## config.mk

```make
export PLATFORM = sky130hd
export DESIGN_NAME = avr_serial_rx
export DESIGN_NICKNAME = d
export VERILOG_FILES = /design/src/rtl/avr_serial_rx.sv
export SDC_FILE = /design/constraint.sdc
export NUM_CORES = 1
export LEC_CHECK = 0
export BUFFER_PORTS_ARGS = -buffer_cell sky130_fd_sc_hd__clkbuf_2
export CAP_MARGIN = 30
export CELL_PAD_IN_SITES_DETAIL_PLACEMENT = 0
export CELL_PAD_IN_SITES_GLOBAL_PLACEMENT = 1
export CORE_MARGIN = 2
export CORE_UTILIZATION = 42
export DETAILED_ROUTE_END_ITERATION = 12
export HOLD_SLACK_MARGIN = 0.08
export PLACE_DENSITY_LB_ADDON = 0.1
export SKIP_LAST_GASP = 1
export SLEW_MARGIN = 15
export SYNTH_ARGS = -nofsm -noshare
export SYNTH_HDL_FRONTEND = slang
export SYNTH_SLANG_ARGS = --single-unit
```

## constraint.sdc

```tcl
create_clock -name clk -period 2.1 [get_ports clk]
set_clock_uncertainty 0.1 [all_clocks]
set_input_delay 0.42 -clock clk [delete_from_list [all_inputs] [get_ports clk]]
set_output_delay 0.42 -clock clk [all_outputs]
set_load 0.05 [all_outputs]
```

## src/rtl/avr_serial_rx.sv

```systemverilog
// ============================================================================
// avr_serial_rx
// ----------------------------------------------------------------------------
// UART receiver for the AVR -> FPGA serial link (8 data bits, no parity,
// 1 stop bit, LSB first). The line is oversampled at the system clock. The
// start bit is re-checked at half a bit period, and every following bit is
// sampled in the middle of its bit cell. A good frame is presented on rx_data
// with a one-cycle new_rx_data strobe. A frame whose stop bit is low raises a
// one-cycle frame_err strobe instead. The receiver then waits for the line to
// return high, so that a held-low break is not decoded as a stream of 0x00
// bytes.
//
// Parameters:
//   CLK_PER_BIT  system clocks per bit; even, >= 4 (default 50 MHz / 500 kbaud)
//
// Ports:
//   clk          system clock, rising edge
//   rst          asynchronous, active-high reset
//   rx           serial line from the AVR, idle high, asynchronous to clk
//   rx_data      last correctly received byte
//   new_rx_data  one-cycle strobe: rx_data was updated this cycle
//   frame_err    one-cycle strobe: stop bit was sampled low
// ============================================================================
module avr_serial_rx #(
    parameter int CLK_PER_BIT = 100
) (
    input  logic       clk,
    input  logic       rst,
    input  logic       rx,
    output logic [7:0] rx_data,
    output logic       new_rx_data,
    output logic       frame_err
);

    localparam int HALF_BIT = CLK_PER_BIT / 2;
    localparam int CTR_W    = (CLK_PER_BIT > 2) ? $clog2(CLK_PER_BIT) : 1;

    localparam logic [CTR_W-1:0] CTR_LAST = CTR_W'(CLK_PER_BIT - 1);
    localparam logic [CTR_W-1:0] CTR_HALF = CTR_W'(HALF_BIT - 1);

    typedef enum logic [2:0] {
        S_IDLE,
        S_START,
        S_DATA,
        S_STOP,
        S_BREAK
    } state_t;

    state_t           state;
    logic [1:0]       sync_q;
    logic             rx_s;
    logic [CTR_W-1:0] ctr;
    logic [2:0]       bit_idx;
    logic [7:0]       shreg;

    // NOTE: both synchronizer flops reset to the idle level (1), so leaving
    // reset never looks like a falling edge on the line.
    always_ff @(posedge clk or posedge rst) begin
        if (rst) begin
            sync_q <= 2'b11;
        end else begin
            // NOTE: non-blocking assignments keep every flop sampling the
            // pre-edge values, which is what makes this a two-stage chain.
            sync_q <= {sync_q[0], rx};
        end
    end

    assign rx_s = sync_q[1];

    always_ff @(posedge clk or posedge rst) begin
        if (rst) begin
            state       <= S_IDLE;
            ctr         <= '0;
            bit_idx     <= 3'd0;
            shreg       <= 8'h00;
            rx_data     <= 8'h00;
            new_rx_data <= 1'b0;
            frame_err   <= 1'b0;
        end else begin
            // NOTE: the strobes default low here and are raised only in the
            // branch that completes a frame, so each lasts exactly one cycle.
            new_rx_data <= 1'b0;
            frame_err   <= 1'b0;

            unique case (state)
                S_IDLE: begin
                    if (!rx_s) begin
                        state <= S_START;
                        ctr   <= '0;
                    end
                end

                S_START: begin
                    if (ctr == CTR_HALF) begin
                        if (!rx_s) begin
                            // Start bit still low at mid-bit: genuine frame.
                            state   <= S_DATA;
                            ctr     <= '0;
                            bit_idx <= 3'd0;
                        end else begin
                            // Line came back high: treat the low pulse as a glitch.
                            state <= S_IDLE;
                        end
                    end else begin
                        ctr <= ctr + CTR_W'(1);
                    end
                end

                S_DATA: begin
                    if (ctr == CTR_LAST) begin
                        ctr   <= '0;
                        shreg <= {rx_s, shreg[7:1]};
                        if (bit_idx == 3'd7) begin
                            state <= S_STOP;
                        end else begin
                            bit_idx <= bit_idx + 3'd1;
                        end
                    end else begin
                        ctr <= ctr + CTR_W'(1);
                    end
                end

                S_STOP: begin
                    if (ctr == CTR_LAST) begin
                        ctr <= '0;
                        if (rx_s) begin
                            rx_data     <= shreg;
                            new_rx_data <= 1'b1;
                            state       <= S_IDLE;
                        end else begin
                            frame_err <= 1'b1;
                            state     <= S_BREAK;
                        end
                    end else begin
                        ctr <= ctr + CTR_W'(1);
                    end
                end

                S_BREAK: begin
                    // Hold off until the line is released; a new start bit
                    // can only be recognised from IDLE.
                    if (rx_s) begin
                        state <= S_IDLE;
                    end
                end

                default: begin
                    state <= S_IDLE;
                end
            endcase
        end
    end

endmodule

```

* After elaboration in Yosys (flattened, before gate mapping)
Index checks and enable logic that the tools add are counted.
** Storage, ports and cells
- Bits in registers :: 33
- Bits of input ports :: 3
- Output and inout port bits :: 10
- Word-level logic and storage cells :: 57
** Cells by class
- Add/subtract/negate cells :: 2
- Equality and inequality tests :: 15
- Muxes and demuxes :: 24
- Reductions and logical operators :: 8
** Operator list (count)
- 3-bit two-way mux :: 11
- 7-bit two-way mux :: 3
- 7-bit one-hot mux with 3 select lines :: 1
- 2-bit inequality test, second input constant :: 8
- 3-bit one-hot mux with 5 select lines :: 1
- 7-bit by 1-bit adder with 7-bit output, second input constant :: 1
- 7-bit by 6-bit equality test with 1-bit output, second input constant :: 1
- 7-bit equality test, second input constant :: 1
- 3-bit by 2-bit equality test with 1-bit output, second input constant :: 2
- 3-bit equality test, second input constant :: 2
- 1-bit two-way mux :: 6
- 3-bit one-hot mux with 2 select lines :: 1
- 6-bit AND reduction :: 1
- 5-bit AND reduction :: 1
- 3-bit by 1-bit adder with 3-bit output, second input constant :: 1
- 3-bit by 1-bit equality test with 1-bit output, second input constant :: 1
- 3-bit zero test :: 1
- 3-bit AND reduction :: 1
- 3-bit nonzero test :: 1
- 2-bit two-way mux :: 1
- 2-bit AND reduction :: 1
- 2-bit nonzero test :: 1
- 2-bit OR reduction :: 1

* Longest topological paths before layout
Gate-level depths: netlist (run 1).
- Depth after elaboration :: 4
- Depth in mapped cells :: 7
- Gate-level depth less buffers :: 6

* Worst setup path after synthesis (run 1)
OpenSTA, ideal clock, no wires.
- Path type :: register to register
- Start point :: register ctr[1]
- End point :: register bit_idx[0]
- Library setup time :: 125 ps
- Data arrival time :: 2009 ps
- Required time :: 1875 ps
- Slack :: -134 ps
- Stages on the path, launching flop included :: 7
- Path buffers :: 0
- Period minus slack after synthesis :: 2234 ps
- Cells stage by stage :: dfrtp_1 -> inv_1 -> ha_1 -> or4b_4 -> or3b_4 -> a221o_1 -> mux2_4
** Between the ends
- Word-level cells in the longest chain between the ends :: 3
- Elaborated cells between the ends (all ways) :: 5
- Those cells by class :: eq/ne: 4; reduce/logical: 1
** Ends and longest elaborated chain
- start, declared :: RTL line 52 : logic [CTR_W-1:0] ctr;
- start signal, assigned :: RTL line 105 : ctr <= ctr + CTR_W'(1);
- start signal, assigned :: RTL line 119 : ctr <= ctr + CTR_W'(1);
- start signal, assigned :: RTL line 135 : ctr <= ctr + CTR_W'(1);
- 7-bit equality test / 7-bit by 6-bit equality test with 1-bit output (equally long branches) :: RTL line 110, 94
- 2-bit inequality test (no source line)
- 5-bit AND reduction (no source line) (*)
- end signal, assigned :: RTL line 116 : bit_idx <= bit_idx + 3'd1;
- end, declared :: RTL line 53 : logic [2:0] bit_idx;
Mark *: on every way between the ends. The rest lies on a longest branch, timed or not.
A chain may end at the register's enable or synchronous reset.

* Worst setup path after layout (run 1)
Ends and elaborated chain as after synthesis.

==> qor.yml, run 1 <==
grt_max_degree: 34
wirelength_microns: 3030
setup_ws_ns: -0.116
grt_setup_unrepaired: "true"
multi_input_area_sq_um: 672
cap_viol_max_count: 0
ys_seq_area_share_pct: 53.7
numCtsBuffers: 5
clk_latency_ns: 0.28
ios: 13
clock-sinks: 33
ys_ff_latch: 33
coreArea_sq_um: 3610
worstSetupPathType: "register to register"
synth_area_leaders: "dfrtp_1 50%, mux2_1 5.8%, mux2_2 5.8%"
hold_viol_final: 0
reg2reg_to: "bit_idx[0]$_DFFE_PP0P_"
outcome: "complete, but fails checks"
fmax_ghz: 0.451
timing.rr.start: "ctr[1]$_DFFE_PP0P_"
total_power_mw: 1.14
vias: 1120
irDropWorstVdd_mv: 0.504
finalMaxSlewViolations: 0
p_leak_nw: 0.992
max_slew.worst_pin.slew_ns: 0.404
overflow: 0
crit_start: "ctr[1]$_DFFE_PP0P_"
arrival_ns: 2.28
synth_cell_type_count: 39
syn_area_sq_um: 1540
drt-vias-per-instance: 5.09
grt_usage_pct: 17.1
port_buffers: 12
drt-initial-drc-count: 29
worstPathMaxFanout: 3
cellPowerDensity_nw_per_um2: 585
yosysWarnings: 0
crit_path_end_kind: "register"
avgRoutedWirePerCell_microns: 13.8
final_cell_mix: "31 x dfrtp_1, 25 x buf_4, 12 x clkbuf_2"
chipWidth_microns: 64.6
netlist_instances: 131
final_common_cell: "dfrtp_1"
yosys.area.top_type: "dfrtp_1"
fin_crit_sh_pct: 106
post-place-ws_ns: -0.125
syn_avg_cell_area_sq_um: 11.8
nNetsFinal: 178
clk_pin_slew_ns: 0.07
h-tree-depth: 2
cts_hold_buf: 0
place_congestion: 0.768
antenna_found_initial: 0
cts-root-buf: "clkbuf_8"
start_util_pct: 42.8
setup_viol: 3
rrSetupSlack_ns: -0.12
max-slew-margin-rel_pct: 73.1
synth_top_area_share_pct: 50.3
grt_pass1_vias: 1153
grt_pass1_wl_microns: 5350
insertedDiodeCount: 0
dr.pass1.iters: 4
fin_tns_setup_ns: -0.253
cts_tree: "built"
min_period_ns: 2.22
cp_data_required_time_ns: 2.17
antenna_left: 0
hpwl_microns: 2220
fp.dieH_microns: 64.6
reg2regPathDepth: 6
layout-drive-gt1-share_pct: 36.6
violations: "setup timing"
dieArea_sq_um: 4170
placementRows: 22
ff_latch_area_sq_um: 828
synthesis.nets: 138
hold_class: "input pin to asynchronous set/reset pin"
syn2layout_area_growth_pct: 26.4
drc: 0
fill_cells: 315
cts_max_path_buffers: 2
worstSetupStartpointType: "register"
[per-layer routing]
metal / GRT usage (%) / routed length [microns] / part of all wire (%) / vias up
met5: 0 / 0 / 0 / -
met4: 7.98 / 20 / 0.66 / 0
met3: 3.65 / 91 / 3.0 / 2
met2: 27.9 / 1550 / 51 / 15
met1: 21.9 / 1360 / 45 / 552
li1: - / - / - / 551
[worst max-delay path: stages (launching register included)]
cell	delay, ns
dfrtp_1	0.37
inv_1	0.05
ha_1	0.12
or4b_4	0.45
or3b_4	0.39
a221o_1	0.36
mux2_4	0.26
[state kept, by name, summed over array words and instances, names as in the netlist]
register     flops
bit_idx          3
ctr              7
frame_err        1
new_rx_data      1
rx_data          8
shreg            8
state            3
sync_q           2
[synth_stat cells]
master	count
a21o_1	2
a221o_1	1
a22o_1	2
or3_1	1
a2111oi_0	1
nand4b_1	1
or4b_4	1
nand3_1	4
inv_1	7
mux2_2	8
o2bb2ai_1	2
xnor2_1	1
or3b_4	1
dfstp_2	2
o21a_1	1
buf_2	1
nor2_1	8
o21bai_1	1
nor3b_2	1
o21ai_0	6
nand2_1	5
a211oi_1	2
xor2_1	2
dfrtp_1	31
or4_1	2
a21oi_1	5
mux2_4	1
o211ai_1	1
and4b_1	1
and3b_1	1
mux2_1	8
a2bb2oi_1	2
nor3b_1	1
mux2i_1	1
ha_1	4
clkbuf_1	5
nor2b_1	3
nor3_1	2
o22ai_1	2
[power by group]
group	total, mW	internal (mW)	switching, mW
Sequential	0.640	0.639	0.000753
Clock	0.481	0.266	0.215
Combinational	0.0212	0.00511	0.0161
Total	1.14	0.910	0.232
[layout make-up]
| cell class | count | share of cell area (%) |
|---|---|---|
| tap | 48 | 3.08 |
| sequential | 33 | 42.5 |
| inverter | 7 | 1.35 |
| clock buffer | 7 | 4.43 |
| timing repair buffer | 39 | 13.9 |
| multi-input combinational | 85 | 34.4 |
| clock inverter | 1 | 0.385 |
[stage by stage]
step | util, % | hold slack [ns] | instances | cell area, sq um
CTS | 53.9 | 0.103 | 219 | 1940
finish | 54.1 | 0.0945 | 220 | 1950
global placement | 50.7 | 0.248 | 210 | 1830
detailed placement | 50.7 | 0.251 | 210 | 1830
global route | 54.1 | 0.101 | 220 | 1950
floorplan | - | 0.245 | 131 | 1540
[repair_timing]
| action | 4_1_cts | 5_1_grt |
|---|---|---|
| setup buffers | 0 | 1 |
| pin swaps | 4 | 1 |
| gates cloned | 1 | 0 |
| gates resized for setup | 5 | 1 |
| endpoints found under the setup margin | 11 | 16 |
| hold endpoints to repair | 0 | 0 |
[how the worst max path moves through the flow]
stage / slack [ns] / cells after the start / endpoint
finish: -0.12 / 6 / bit_idx[0]$_DFFE_PP0P_
global route: -0.18 / 6 / bit_idx[0]$_DFFE_PP0P_
CTS: -0.13 / 6 / bit_idx[0]$_DFFE_PP0P_
detailed placement: -0.13 / 6 / bit_idx[0]$_DFFE_PP0P_
global placement: -0.09 / 6 / bit_idx[0]$_DFFE_PP0P_
floorplan: -0.13 / 6 / bit_idx[0]$_DFFE_PP0P_
[kinds of logic after synthesis]
group                    count (synthesis)  share of synthesized area [%]
AO/OA/AOI/OAI                           28                           12.4
XOR/XNOR                                 3                           1.70
adder cells (fa/ha/maj)                  4                           3.24
buffers and inverters                   13                           3.24
flip-flops                              33                           53.7
multiplexers                            18                           13.3
AND/OR/NAND/NOR                         32                           12.4
Note: power is estimated with default switching activity, not from simulation.
==> run 2, diff against run 1 <==
--- a/config.mk
+++ b/config.mk
@@ -5,12 +5,13 @@
 export SDC_FILE = /design/constraint.sdc
 export NUM_CORES = 1
 export LEC_CHECK = 0
+export ABC_AREA = 1
 export BUFFER_PORTS_ARGS = -buffer_cell sky130_fd_sc_hd__clkbuf_2
 export CAP_MARGIN = 30
 export CELL_PAD_IN_SITES_DETAIL_PLACEMENT = 0
 export CELL_PAD_IN_SITES_GLOBAL_PLACEMENT = 1
 export CORE_MARGIN = 2
-export CORE_UTILIZATION = 42
+export CORE_UTILIZATION = 41
 export DETAILED_ROUTE_END_ITERATION = 12
 export HOLD_SLACK_MARGIN = 0.08
 export PLACE_DENSITY_LB_ADDON = 0.1
==> run 2 against run 1 <==
Synthesized area up 13%. Critical endpoint is now rx_data[5]$_DFFE_PP0P_. Non-clock buffer count down 26. Power down 2.5%. Via count up 13%. The flow now finishes without violations. Critical path depth up 2. Die area up 14%. Clock power down 6.4%. Utilization down 7.0 points. Flip-flop and latch count unchanged.
==> qor.yml, run 2 <==
synth_top_area_share_pct: 44.6  # -5.7 points
avgRoutedWirePerCell_microns: 12.2  # -11%
ys_seq_area_share_pct: 47.6  # -6.1 points
coreArea_sq_um: 4030  # +12%
syn_area_sq_um: 1740  # +13%
irDropWorstVdd_mv: 0.385  # -24%
max_slew.worst_pin.slew_ns: 0.416  # +0.0124 ns
antenna_left: 0  # unchanged
hold_viol_final: 0  # unchanged
worstSetupPathType: "register to register"
synthesis.nets: 204  # +48%
grt_use_met1_pct: 19.6  # -2.3 points
outcome: "complete, no violations"
fmax_ghz: 0.541  # +20%
clk_pin_slew_ns: 0.06  # about the same
cts_hold_buf: 0  # unchanged
fin_crit_sh_pct: 88.0  # -18 points
grt_setup_unrepaired: "false"
fin_tns_setup_ns: 0  # +0.253 ns
wirelength_microns: 3210  # +6.2%
clock-sinks: 33  # unchanged
grt_pass1_vias: 1257  # +9.0%
yosys.area.top_type: "dfrtp_1"
cts_tree: "built"
dr.pass1.iters: 4  # unchanged
insertedDiodeCount: 0  # unchanged
reg2regPathDepth: 8  # +2
synth_edf_count: 0  # unchanged
total_power_mw: 1.11  # -2.5%
ys_ff_latch: 33  # unchanged
cts_repair_resize_count: 0  # -5
dp.cells: 255  # +21%
placementRows: 23  # +4.5%
synth_cell_type_count: 27  # -31%
async_reset_ff_share_pct: 100  # unchanged
whs_ns: 0.0978  # +0.00330 ns
drc: 0  # unchanged
stdcell_count: 263  # +20%
cp_data_required_time_ns: 2.16  # about the same
antenna_found_initial: 0  # unchanged
drt-vias-per-instance: 4.80  # -5.7%
synth_area_leaders: "dfrtp_1 45%, nand2_1 10%, o21ai_2 8.1%"
place_area_sq_um: 1820  # -0.41%
drt-initial-drc-count: 43  # +48%
arrival_ns: 1.90  # -0.38 ns
min_period_ns: 1.85  # -0.368 ns
crit_path_end_kind: "register"
synth_most_common_cell: "nand2_1"
fp.dieH_microns: 69.1  # +7.0%
clk_latency_ns: 0.28  # about the same
final_common_cell: "nand2_1"
final_cell_mix: "48 x nand2_1, 31 x dfrtp_1, 25 x inv_1, 16 x o21ai_2, 12 x clkbuf_2"
grt_max_degree: 34  # unchanged
chipWidth_microns: 69.1  # +7.0%
h-tree-depth: 2  # unchanged
ios: 13  # unchanged
syn2layout_area_growth_pct: 9.21
met2_usage_pct: 24.1  # -3.7 points
stdcell_area_sq_um: 1900  # -2.6%
top_regs: "rx_data x8, shreg x8, ctr x7"
grt-busiest-layer: "met2"
worstSetupStartpointType: "register"
hpwl_microns: 2390  # +7.6%
grt_pass1_wl_microns: 5780  # +8.1%
cts_max_path_buffers: 2  # unchanged
setup_viol: 0  # -3
synth_top_cells_by_count: "48 x nand2_1, 31 x dfrtp_1, 25 x inv_1, 16 x o21ai_2, 10 x nor2_1"
netlist_instances: 197  # +50%
max-slew-margin-rel_pct: 72.2  # -0.82 points
nNetsFinal: 219  # +23%
port_buffers: 12  # unchanged
yosysWarnings: 0  # unchanged
cap_viol_max_count: 0  # unchanged
numCtsBuffers: 5  # unchanged
finalMaxSlewViolations: 0  # unchanged
hold_class: "input pin to asynchronous set/reset pin"
vias: 1262  # +13%
grt_usage_pct: 15.2  # -2.0 points
place_congestion: 0.756  # -1.6%
layout-drive-gt1-share_pct: 29.1  # -7.5 points
cellPowerDensity_nw_per_um2: 586  # +0.17%
syn_avg_cell_area_sq_um: 8.83  # -25%
globalRouteMet3Util_pct: 4.53  # +0.89 points
dieArea_sq_um: 4780  # +14%
overflow: 0  # unchanged
synth_flop_cell: "dfrtp_1"
fill_cells: 405  # +29%
cts-root-buf: "clkbuf_8"
p_leak_nw: 0.953  # -3.9%
worstPathMaxFanout: 15  # +12
start_util_pct: 43.2  # +0.38 points
cts_setup_buffers: 0  # unchanged
run 2: cell count changes after synthesis, moves of 5 or more:
cell,delta
mux2_2,-8
nand2_2,+8
o21ai_1,+6
nand2_1,+43
clkbuf_1,-5
o21ai_2,+16
inv_2,+6
mux2_1,-8
inv_1,+18
run 2: worst max-delay path: stages (launching register included):
cell	delay, ns
dfrtp_1	0.43
ha_1	0.24
inv_1	0.07
nor2_2	0.12
nand3_4	0.11
inv_2	0.10
nand3_2	0.31
nand2_1	0.19
o21ai_2	0.07
run 2: worst paths after layout:
kind                                           to                start  slack [ns]
setup / recovery           rx_data[5]$_DFFE_PP0P_   ctr[1]$_DFFE_PP0P_        0.25
max in group asynchronous     sync_q[1]$_DFF_PP1_                  rst        1.47
setup reg to reg           rx_data[5]$_DFFE_PP0P_   ctr[1]$_DFFE_PP0P_        0.25
min in group clk              sync_q[0]$_DFF_PP1_                   rx        0.12
hold / removal               shreg[0]$_DFFE_PP0P_                  rst         0.1
hold reg to reg               sync_q[1]$_DFF_PP1_  sync_q[0]$_DFF_PP1_        0.26
run 2: power breakdown:
part	internal (mW)	switching (mW)
Clock	0.235	0.215
Combinational	0.00429	0.0163
Sequential	0.639	0.00342
run 2: cell families (layout without fill, tap and decap cells):
family,after synthesis,after routing,share of synthesized area (%)
simple gates,85,85,24.0
compound gates,37,37,15.0
buf+inv,37,53,9.93
flops,33,33,47.6
fa+ha+maj,4,4,2.88
xor+xnor,1,1,0.504
run 2: metrics by stage:
stage	util (%)	worst slack, ns
finish	47.1	0.252
floorplan	-	0.539
detailed placement	45.2	0.254
global placement	45.2	0.353
CTS	47.1	0.241
global route	47.1	0.113
run 2: layer usage:
layer  vias to the layer above  share of wire [%]
li1                        649                  -
met1                       594                 48
met2                        14                 48
met3                         5                2.6
met4                         0                1.4
met5                         -                  0
run 2: cell type report:
type | count | area (sq um) | share of cell area (%)
Multi-Input combinational cell | 127 | 738 | 38.9
Sequential cell | 33 | 828 | 43.6
Timing Repair Buffer | 13 | 67.6 | 3.56
Clock buffer | 8 | 80.1 | 4.22
Tap cell | 50 | 62.6 | 3.29
Inverter | 32 | 123 | 6.46
